--- config.mk ---
export PLATFORM = sky130hd
export DESIGN_NAME = prim_present_dec_iter_flat
export DESIGN_NICKNAME = d
export VERILOG_FILES = /design/src/rtl/prim_present_dec_iter_if.sv /design/src/rtl/prim_present_dec_iter.sv /design/src/flat_wrapper.sv
export SDC_FILE = /design/constraint.sdc
export NUM_CORES = 2
export LEC_CHECK = 0
export ABC_CLOCK_PERIOD_IN_PS = 4000
export CAP_MARGIN = 20
export CORE_MARGIN = 5
export CORE_UTILIZATION = 45
export CTS_BUF_LIST = sky130_fd_sc_hd__clkbuf_4
export CTS_CLUSTER_DIAMETER = 150
export DETAILED_ROUTE_END_ITERATION = 6
export PLACE_DENSITY_LB_ADDON = 0.15
export SYNTH_ARGS = -nofsm -noshare
export SYNTH_HDL_FRONTEND = slang
export SYNTH_SLANG_ARGS = --single-unit
--- constraint.sdc ---
create_clock -name clk_i -period 4 [get_ports clk_i]
set_input_delay 0.4 -clock clk_i [delete_from_list [all_inputs] [get_ports clk_i]]
set_output_delay 0.4 -clock clk_i [all_outputs]
set_load 0.02 [all_outputs]
--- src/rtl/prim_present_dec_iter_if.sv ---
// ---------------------------------------------------------------------------
// prim_present_dec_iter_if
//
// Request/response bundle of the iterative PRESENT decryption engine.
//
// Signals:
//   valid_i   request valid (ciphertext + key presented)
//   ready_o   engine can accept a request
//   data_i    ciphertext, DataWidth bits
//   key_i     encryption key K, KeyWidth bits
//   key_clr_i invalidate the engine's derived-key cache
//   valid_o   plaintext valid
//   ready_i   consumer accepts the plaintext
//   data_o    plaintext, DataWidth bits
//   busy_o    engine is expanding the key or decrypting
//
// Modports:
//   master  the requester/consumer side
//   slave   the engine side
// ---------------------------------------------------------------------------
interface prim_present_dec_iter_if #(
  parameter int DataWidth = 64,
  parameter int KeyWidth  = 128
);

  logic                 valid_i;
  logic                 ready_o;
  logic [DataWidth-1:0] data_i;
  logic [KeyWidth-1:0]  key_i;
  logic                 key_clr_i;
  logic                 valid_o;
  logic                 ready_i;
  logic [DataWidth-1:0] data_o;
  logic                 busy_o;

  modport master (
    output valid_i, data_i, key_i, key_clr_i, ready_i,
    input  ready_o, valid_o, data_o, busy_o
  );

  modport slave (
    input  valid_i, data_i, key_i, key_clr_i, ready_i,
    output ready_o, valid_o, data_o, busy_o
  );

endinterface

--- src/rtl/prim_present_dec_iter.sv ---
// ---------------------------------------------------------------------------
// prim_present_dec_iter
//
// Iterative PRESENT decryption engine. One inverse round and one key-schedule
// step are instantiated and reused every cycle. Before decrypting, the
// decryption key (the round key after NumRounds forward schedule steps) is
// derived by running the forward key schedule; the last derived key is kept
// in a single-entry cache so back-to-back blocks under the same key go
// straight to decryption.
//
// Parameters:
//   DataWidth  block width, 32 or 64
//   KeyWidth   key width, 64 (with DataWidth 32), 80 or 128
//   NumRounds  rounds, 1..31; must match the encrypting side
//
// Ports:
//   clk_i   clock, rising edge
//   rst_i   synchronous active-high reset
//   bus     request/response bundle (slave modport), see the interface file
//
// Latency from the accepting edge T: valid_o in cycle T+2*NumRounds+1 on a
// cache miss, T+NumRounds+1 on a cache hit.
// ---------------------------------------------------------------------------
module prim_present_dec_iter #(
  parameter int DataWidth = 64,
  parameter int KeyWidth  = 128,
  parameter int NumRounds = 31
) (
  input  logic                   clk_i,
  input  logic                   rst_i,
  prim_present_dec_iter_if.slave bus
);

  // FSM encoding
  localparam logic [1:0] ST_IDLE   = 2'd0;
  localparam logic [1:0] ST_KEYEXP = 2'd1;
  localparam logic [1:0] ST_DEC    = 2'd2;
  localparam logic [1:0] ST_DONE   = 2'd3;

  localparam logic [4:0] LAST_IDX = 5'(NumRounds);
  localparam int         NIBBLES  = DataWidth / 4;
  // Round counter is injected at bits 66:62 for 128-bit keys, 19:15 otherwise.
  localparam int         CNT_LSB  = (KeyWidth == 128) ? 62 : 15;

  // -------------------------------------------------------------------------
  // PRESENT primitives
  // -------------------------------------------------------------------------
  function automatic logic [3:0] sbox4(input logic [3:0] x);
    logic [3:0] y;
    case (x)
      4'h0:    y = 4'hC;
      4'h1:    y = 4'h5;
      4'h2:    y = 4'h6;
      4'h3:    y = 4'hB;
      4'h4:    y = 4'h9;
      4'h5:    y = 4'h0;
      4'h6:    y = 4'hA;
      4'h7:    y = 4'hD;
      4'h8:    y = 4'h3;
      4'h9:    y = 4'hE;
      4'hA:    y = 4'hF;
      4'hB:    y = 4'h8;
      4'hC:    y = 4'h4;
      4'hD:    y = 4'h7;
      4'hE:    y = 4'h1;
      default: y = 4'h2;
    endcase
    return y;
  endfunction

  function automatic logic [3:0] sbox4_inv(input logic [3:0] x);
    logic [3:0] y;
    case (x)
      4'h0:    y = 4'h5;
      4'h1:    y = 4'hE;
      4'h2:    y = 4'hF;
      4'h3:    y = 4'h8;
      4'h4:    y = 4'hC;
      4'h5:    y = 4'h1;
      4'h6:    y = 4'h2;
      4'h7:    y = 4'hD;
      4'h8:    y = 4'hB;
      4'h9:    y = 4'h4;
      4'hA:    y = 4'h6;
      4'hB:    y = 4'h3;
      4'hC:    y = 4'h0;
      4'hD:    y = 4'h7;
      4'hE:    y = 4'h9;
      default: y = 4'hA;
    endcase
    return y;
  endfunction

  // Inverse bit permutation. The forward layer moves bit i to
  // P(i) = i*(DataWidth/4) mod (DataWidth-1), with the top bit fixed, so the
  // inverse simply gathers bit i from P(i).
  function automatic logic [DataWidth-1:0] perm_inv(input logic [DataWidth-1:0] s);
    logic [DataWidth-1:0] o;
    // NOTE: o gets a full default before the loop, so no bit is ever left
    // unassigned on any path and no storage is implied.
    o = '0;
    for (int i = 0; i < DataWidth - 1; i++) begin
      o[i] = s[(i * NIBBLES) % (DataWidth - 1)];
    end
    o[DataWidth-1] = s[DataWidth-1];
    return o;
  endfunction

  function automatic logic [DataWidth-1:0] sbox_inv_layer(input logic [DataWidth-1:0] s);
    logic [DataWidth-1:0] o;
    o = '0;
    for (int n = 0; n < NIBBLES; n++) begin
      o[4*n +: 4] = sbox4_inv(s[4*n +: 4]);
    end
    return o;
  endfunction

  // Forward key schedule step: rotate left by 61, S-box on the top nibble
  // (top two nibbles for 128-bit keys), XOR the round counter.
  function automatic logic [KeyWidth-1:0] update_key(input logic [KeyWidth-1:0] k,
                                                     input logic [4:0]          idx);
    logic [KeyWidth-1:0] r;
    r = {k[KeyWidth-62:0], k[KeyWidth-1:KeyWidth-61]};
    r[KeyWidth-1 -: 4] = sbox4(r[KeyWidth-1 -: 4]);
    if (KeyWidth == 128) begin
      r[KeyWidth-5 -: 4] = sbox4(r[KeyWidth-5 -: 4]);
    end
    r[CNT_LSB +: 5] = r[CNT_LSB +: 5] ^ idx;
    return r;
  endfunction

  // Exact inverse of update_key: undo the counter XOR, the S-box(es), then
  // rotate right by 61.
  function automatic logic [KeyWidth-1:0] inv_update_key(input logic [KeyWidth-1:0] k,
                                                         input logic [4:0]          idx);
    logic [KeyWidth-1:0] r;
    r = k;
    r[CNT_LSB +: 5] = r[CNT_LSB +: 5] ^ idx;
    r[KeyWidth-1 -: 4] = sbox4_inv(r[KeyWidth-1 -: 4]);
    if (KeyWidth == 128) begin
      r[KeyWidth-5 -: 4] = sbox4_inv(r[KeyWidth-5 -: 4]);
    end
    return {r[60:0], r[KeyWidth-1:61]};
  endfunction

  // -------------------------------------------------------------------------
  // Registers
  // -------------------------------------------------------------------------
  logic [1:0]           fsm_q;
  logic [DataWidth-1:0] state_q;
  logic [KeyWidth-1:0]  key_q;
  logic [DataWidth-1:0] data_q;
  logic [4:0]           idx_q;
  logic                 cache_vld_q;
  logic [KeyWidth-1:0]  cache_key_q;
  logic [KeyWidth-1:0]  cache_dkey_q;
  // A key_clr_i seen during expansion must keep the result out of the cache.
  logic                 clr_seen_q;

  // -------------------------------------------------------------------------
  // Shared round datapath
  // -------------------------------------------------------------------------
  logic                 accept;
  logic                 cache_hit;
  logic [KeyWidth-1:0]  fwd_key;
  logic [KeyWidth-1:0]  inv_key;
  logic [DataWidth-1:0] dec_state;

  assign accept    = bus.valid_i && (fsm_q == ST_IDLE);
  // A clear on the accepting edge forces the miss path.
  assign cache_hit = cache_vld_q && !bus.key_clr_i && (bus.key_i == cache_key_q);

  assign fwd_key   = update_key(key_q, idx_q);
  assign inv_key   = inv_update_key(key_q, idx_q);
  assign dec_state = sbox_inv_layer(perm_inv(state_q ^ key_q[KeyWidth-1 -: DataWidth]));

  // -------------------------------------------------------------------------
  // Control and state update
  // -------------------------------------------------------------------------
  // NOTE: every register here uses non-blocking assignments so that all of
  // them sample the pre-edge values, independent of statement order.
  always_ff @(posedge clk_i) begin
    if (rst_i) begin
      fsm_q        <= ST_IDLE;
      state_q      <= '0;
      key_q        <= '0;
      data_q       <= '0;
      idx_q        <= '0;
      clr_seen_q   <= 1'b0;
      // NOTE: the single cache entry is reset like any other register, so
      // no stale key/decryption-key pair can survive a reset.
      cache_vld_q  <= 1'b0;
      cache_key_q  <= '0;
      cache_dkey_q <= '0;
    end else begin
      // Clear wins in every state; later assignments below only ever write
      // cache_vld_q in ways that already account for key_clr_i.
      if (bus.key_clr_i) begin
        cache_vld_q <= 1'b0;
      end

      case (fsm_q)
        ST_IDLE: begin
          if (accept) begin
            state_q <= bus.data_i;
            if (cache_hit) begin
              key_q <= cache_dkey_q;
              idx_q <= LAST_IDX;
              fsm_q <= ST_DEC;
            end else begin
              // The entry is replaced: tag it with K now, validate it only
              // once the expansion has completed without a clear.
              key_q       <= bus.key_i;
              idx_q       <= 5'd1;
              cache_key_q <= bus.key_i;
              cache_vld_q <= 1'b0;
              clr_seen_q  <= 1'b0;
              fsm_q       <= ST_KEYEXP;
            end
          end
        end

        ST_KEYEXP: begin
          key_q <= fwd_key;
          if (idx_q == LAST_IDX) begin
            cache_dkey_q <= fwd_key;
            cache_vld_q  <= !(clr_seen_q || bus.key_clr_i);
            idx_q        <= LAST_IDX;
            fsm_q        <= ST_DEC;
          end else begin
            idx_q <= idx_q + 5'd1;
            if (bus.key_clr_i) begin
              clr_seen_q <= 1'b1;
            end
          end
        end

        ST_DEC: begin
          state_q <= dec_state;
          key_q   <= inv_key;
          idx_q   <= idx_q - 5'd1;
          if (idx_q == 5'd1) begin
            // Final whitening with the first round key K1.
            data_q <= dec_state ^ inv_key[KeyWidth-1 -: DataWidth];
            fsm_q  <= ST_DONE;
          end
        end

        ST_DONE: begin
          if (bus.ready_i) begin
            fsm_q <= ST_IDLE;
          end
        end

        default: fsm_q <= ST_IDLE;
      endcase
    end
  end

  // -------------------------------------------------------------------------
  // Outputs
  // -------------------------------------------------------------------------
  assign bus.ready_o = (fsm_q == ST_IDLE);
  assign bus.valid_o = (fsm_q == ST_DONE);
  assign bus.busy_o  = (fsm_q == ST_KEYEXP) || (fsm_q == ST_DEC);
  assign bus.data_o  = data_q;

endmodule
--- src/flat_wrapper.sv ---
// flat-port wrapper written by rule: the top's interface ports become plain ports
module prim_present_dec_iter_flat 
#(
  parameter int DataWidth = 64,
  parameter int KeyWidth  = 128,
  parameter int NumRounds = 31
)
  (clk_i, rst_i, bus_valid_i, bus_data_i, bus_key_i, bus_key_clr_i, bus_ready_i, bus_ready_o, bus_valid_o, bus_data_o, bus_busy_o);
  prim_present_dec_iter_if #(.DataWidth(DataWidth), .KeyWidth(KeyWidth)) bus_i ();
  input  logic clk_i;
  input  logic rst_i;
  input wire logic [$bits(bus_i.valid_i)-1:0] bus_valid_i;
  input wire logic [$bits(bus_i.data_i)-1:0] bus_data_i;
  input wire logic [$bits(bus_i.key_i)-1:0] bus_key_i;
  input wire logic [$bits(bus_i.key_clr_i)-1:0] bus_key_clr_i;
  input wire logic [$bits(bus_i.ready_i)-1:0] bus_ready_i;
  output wire logic [$bits(bus_i.ready_o)-1:0] bus_ready_o;
  output wire logic [$bits(bus_i.valid_o)-1:0] bus_valid_o;
  output wire logic [$bits(bus_i.data_o)-1:0] bus_data_o;
  output wire logic [$bits(bus_i.busy_o)-1:0] bus_busy_o;
  assign bus_i.valid_i = bus_valid_i;
  assign bus_i.data_i = bus_data_i;
  assign bus_i.key_i = bus_key_i;
  assign bus_i.key_clr_i = bus_key_clr_i;
  assign bus_i.ready_i = bus_ready_i;
  assign bus_ready_o = bus_i.ready_o;
  assign bus_valid_o = bus_i.valid_o;
  assign bus_data_o = bus_i.data_o;
  assign bus_busy_o = bus_i.busy_o;
  prim_present_dec_iter #(.DataWidth(DataWidth), .KeyWidth(KeyWidth), .NumRounds(NumRounds)) u_core (.clk_i(clk_i), .rst_i(rst_i), .bus(bus_i));
endmodule
==> metrics.md <==
| Metric | Value |
|---|---|
| Mux share of post-synthesis cell area | 0.06145 |
| Min-Delay Path Class | in -> reg |
| Initial antenna violation count | 1 |
| Synth Flop Type | dfxtp_1 |
| GP Congestion | about 1.0 |
| Synthesized cell area | about 30,000 um^2 |
| Critical Path End Type | flop |
| Unrepaired setup endpoints after global routing | no |
| CTS Buffer Depth | 3 |
| Sequential standard cell area | 10,750 um^2 |
| Layout fillers | 6,155 |
| Final max-slew violation count | 0 |
| Worst clock skew | 57.78 ps |
| GRT Total Usage | 0.3095 |
| Worst skew pair latency | 1010 ps |
| Data required time of the worst path | 4880 ps |
| Hold WS | 107.7 ps |
| Core area | 64,460 um^2 |
| Post-CTS Setup Bufs | 0 |
| CP arrival | approximately 4600 ps |
| Clock transition at path regs | 70 ps |
| Sink Count | about 540 |
| Area share of the largest cell type after synthesis | 0.3669 |
| Root Driver | clkbuf_4 |
| Synthesized instance count | 3,678 |
| R2r setup slk | 290 ps |
| Netlist cell types | 70 |
| Total die area | ~70,000 um^2 |
| Number of global-route vias before repair | 26,260 |
| Cts bufs inserted | between 150 and 200 |
| Worst-Margin Slew | 1242 ps |
| RR Startpoint | u_core.cache_key_q[69]$_SDFFE_PP0P_ |
| Max Cap Viol | 0 |
| Die X-Extent | 265.2 um |
| Drt pass-1 iters | 6 |
| Register area share after synthesis | 0.3669 |
| Area delta synth->final | 22.42% |
| Final setup violation count | 0 |
| Synth Area in Simple Gates | 0.1720 |
| Number of port buffers | between 200 and 300 |
| P_leak | 13.58 nW |
| Slew margin rel. | 0.1719 |
| Starting Density | 0.4545 |
| Largest net degree at the start of global routing | 228 |
| XOR/XNOR share of the synthesized area | 0.08759 |
| Period minus WS final | 3708 ps |
| CP Class | reg -> reg |
| Routed wire length | about 110,000 um |
| Worst R2R End | u_core.inv_key[61]$_DFF_P_ |
| Startpoint types | flop |
| Antenna viol nets, final | 0 |
| Post-DP HPWL | 83,270 um |
| Finished Layout Cells | 5,019 |
| First-pass GRT wire length | 166,700 um |
| P per Cell Area | roughly 840 nW/um^2 |
| Vias/cell | approximately 5.8 |
| Synth warnings | 0 |
| Adder-cell share of the synthesized area | 0.04014 |
| Mapped Avg Cell Area | 7.966 um^2 |
| Share of layout cells above drive strength 1 | 0.1158 |
| Fin crit share | 0.9270 |
| Crit. Startpoint | u_core.cache_key_q[69]$_SDFFE_PP0P_ |
| TNS Setup | 0 ps |
| Max IR drop VDD | 848.9 uV |
| Dominant cell type by area after synthesis | dfxtp_1 |
| Compound-Gate Fraction of Synth Area | 0.2243 |
| DRC | 0 |
| Htree depth | 4 |
| Cell depth of the worst flop-to-flop path | 15 |
| Crit path to | u_core.inv_key[61]$_DFF_P_ |
| I/O pin count | 264 |
| Routed len/inst | 22.88 um |
| Status | finished, final reports clean |
| Dpl cells | 4,736 |
| Max Clk Rate | 269.7 MHz |
| Site Rows | slightly above 90 |
| Number of DRC markers in iteration 0 | 3,513 |
| Final hold violation count | 0 |
| Post-synth EDFFs | 0 |
| Total power | 0.03016 W |
| Main area contributors after synthesis | dfxtp_1 37%, nand2_1 9.5%, a21oi_1 9.0% |
| Via count | 29,140 |
| Total gr overflow | 0 |
| Synth Register Bits | between 500 and 600 |
| Layout net count | around 4,300 |
| CP max FO | 7 |
| Syn_nets | ~4,000 |
| Share of synthesized flip-flops with an asynchronous set or reset | 0 |
| Chip Height | between 200 and 300 um |
| Multi-input gate area | between 15,000 and 20,000 um^2 |
| Largest family of logic cells by synthesized area | compound AO/OA/AOI/OAI gates |
| CTS tree | yes |
-- state kept, by name, indices dropped and copies added, names as in the netlist, 5 cells and up --
register	count
u_core.bus.data_o	64
u_core.key_q	128
u_core.fwd_key	8
u_core.state_q	64
u_core.idx_q	5
u_core.inv_key	8
u_core.cache_dkey_q	128
u_core.cache_key_q	128
-- layout by cell type, fill, tap and decap left out, types with 20 or more instances in the layout --
cell,n
inv_1,67
o21ai_0,50
a21oi_1,527
mux2i_1,172
a221oi_1,117
nor2_1,236
a211oi_1,91
nand4_1,20
clkbuf_4,208
nor4_1,52
clkdlybuf4s50_1,262
nor3_1,36
buf_4,209
nand2_1,742
clkinv_1,40
dfxtp_1,537
xnor2_1,112
ha_1,92
a211o_1,120
nor2b_1,61
xor2_1,181
o211ai_1,26
-- worst max-delay path, stage by stage (launching register included) --
cell	delay, ps
dfxtp_1	330
nor2b_1	170
a2111oi_1	400
nand4_1	170
nor4_2	340
buf_4	190
and4_4	350
buf_4	150
mux2i_1	70
a21oi_1	200
nor2b_1	190
inv_1	80
ha_1	340
a221oi_1	80
a2111o_1	410
o311a_1	130
-- metal layers --
| layer | vias to the layer above | GRT usage | routed length, um |
|---|---|---|---|
| li1 | 13730 | - | - |
| met1 | 13880 | 0.4511 | 50710 |
| met2 | 1371 | 0.4616 | 49290 |
| met3 | 157 | 0.05920 | 11200 |
| met4 | 0 | 0.1025 | 3637 |
| met5 | - | 0 | 0 |
-- cell usage after synthesis (all sizes together), types with 26 or more instances --
| cell | count |
|---|---|
| a211oi | 92 |
| xnor2 | 112 |
| o21ai | 52 |
| nor2 | 238 |
| xor2 | 181 |
| nor3 | 36 |
| nor4 | 53 |
| inv | 69 |
| a221oi | 117 |
| dfxtp | 537 |
| nand2 | 745 |
| clkbuf | 242 |
| buf | 43 |
| a211o | 120 |
| a21oi | 527 |
| mux2i | 172 |
| nor2b | 61 |
| o211ai | 26 |
| ha | 94 |
-- how the worst min path moves through the flow --
| stage | startpoint | to | cells after the start |
|---|---|---|---|
| global placement | u_core.bus.data_o[45]$_SDFFE_PP0P_ | u_core.bus.data_o[45]$_SDFFE_PP0P_ | 2 |
| detailed placement | u_core.bus.data_o[2]$_SDFFE_PP0P_ | u_core.bus.data_o[2]$_SDFFE_PP0P_ | 2 |
| floorplan | u_core.fwd_key[124]$_DFF_P_ | u_core.cache_dkey_q[124]$_SDFFE_PP0P_ | 2 |
| global route | bus_data_i[51] | u_core.state_q[51]$_SDFFE_PP0P_ | 3 |
| finish | bus_data_i[54] | u_core.state_q[54]$_SDFFE_PP0P_ | 3 |
| CTS | bus_data_i[32] | u_core.state_q[32]$_SDFFE_PP0P_ | 3 |
-- power breakdown --
group | switching, W | internal, W
sequential | 0.00208 | 0.00649
clock | 0.00251 | 0.00254
combinational | 0.00981 | 0.00672
total | 0.0144 | 0.0157
-- repair_timing --
item,4_1_cts,5_1_grt
setup endpoints to repair,0,6
resized for setup,0,2
hold buffers,15,0
hold endpoints to repair,105,0
-- logic make-up (layout without fill, tap and decap cells) --
kind of cell | after synthesis | in the layout
DFF | 537 | 537
adders and majority gates | 94 | 94
muxes | 179 | 179
and+or+nand+nor | 1202 | 1202
AOI/OAI and AO/OA | 1018 | 1018
buffers and inverters | 355 | 840
xor gates and xnor gates | 293 | 293
other | 0 | 1
-- through the flow --
stage | util | worst slack [ps] | area (um^2)
4_1_cts | 0.5563 | 76.48 | 35860
5_1_grt | 0.5564 | 32.71 | 35870
3_3_place_gp | 0.5251 | -314.6 | 33850
3_5_place_dp | 0.5251 | -358.1 | 33850
2_1_floorplan | - | 69.49 | 29300
6_report | 0.5564 | 291.8 | 35870
-- layout make-up --
cell class,instances,share of cell area
Clock buffer,208,0.04353
Multi-Input combinational cell,2786,0.4806
Sequential cell,537,0.2997
Inverter,70,0.007465
Tap cell,855,0.02982
Clock inverter,59,0.008407
Timing Repair Buffer,503,0.1304
Antenna cell,1,0.00006976
Power figures use the tool's default switching activity.
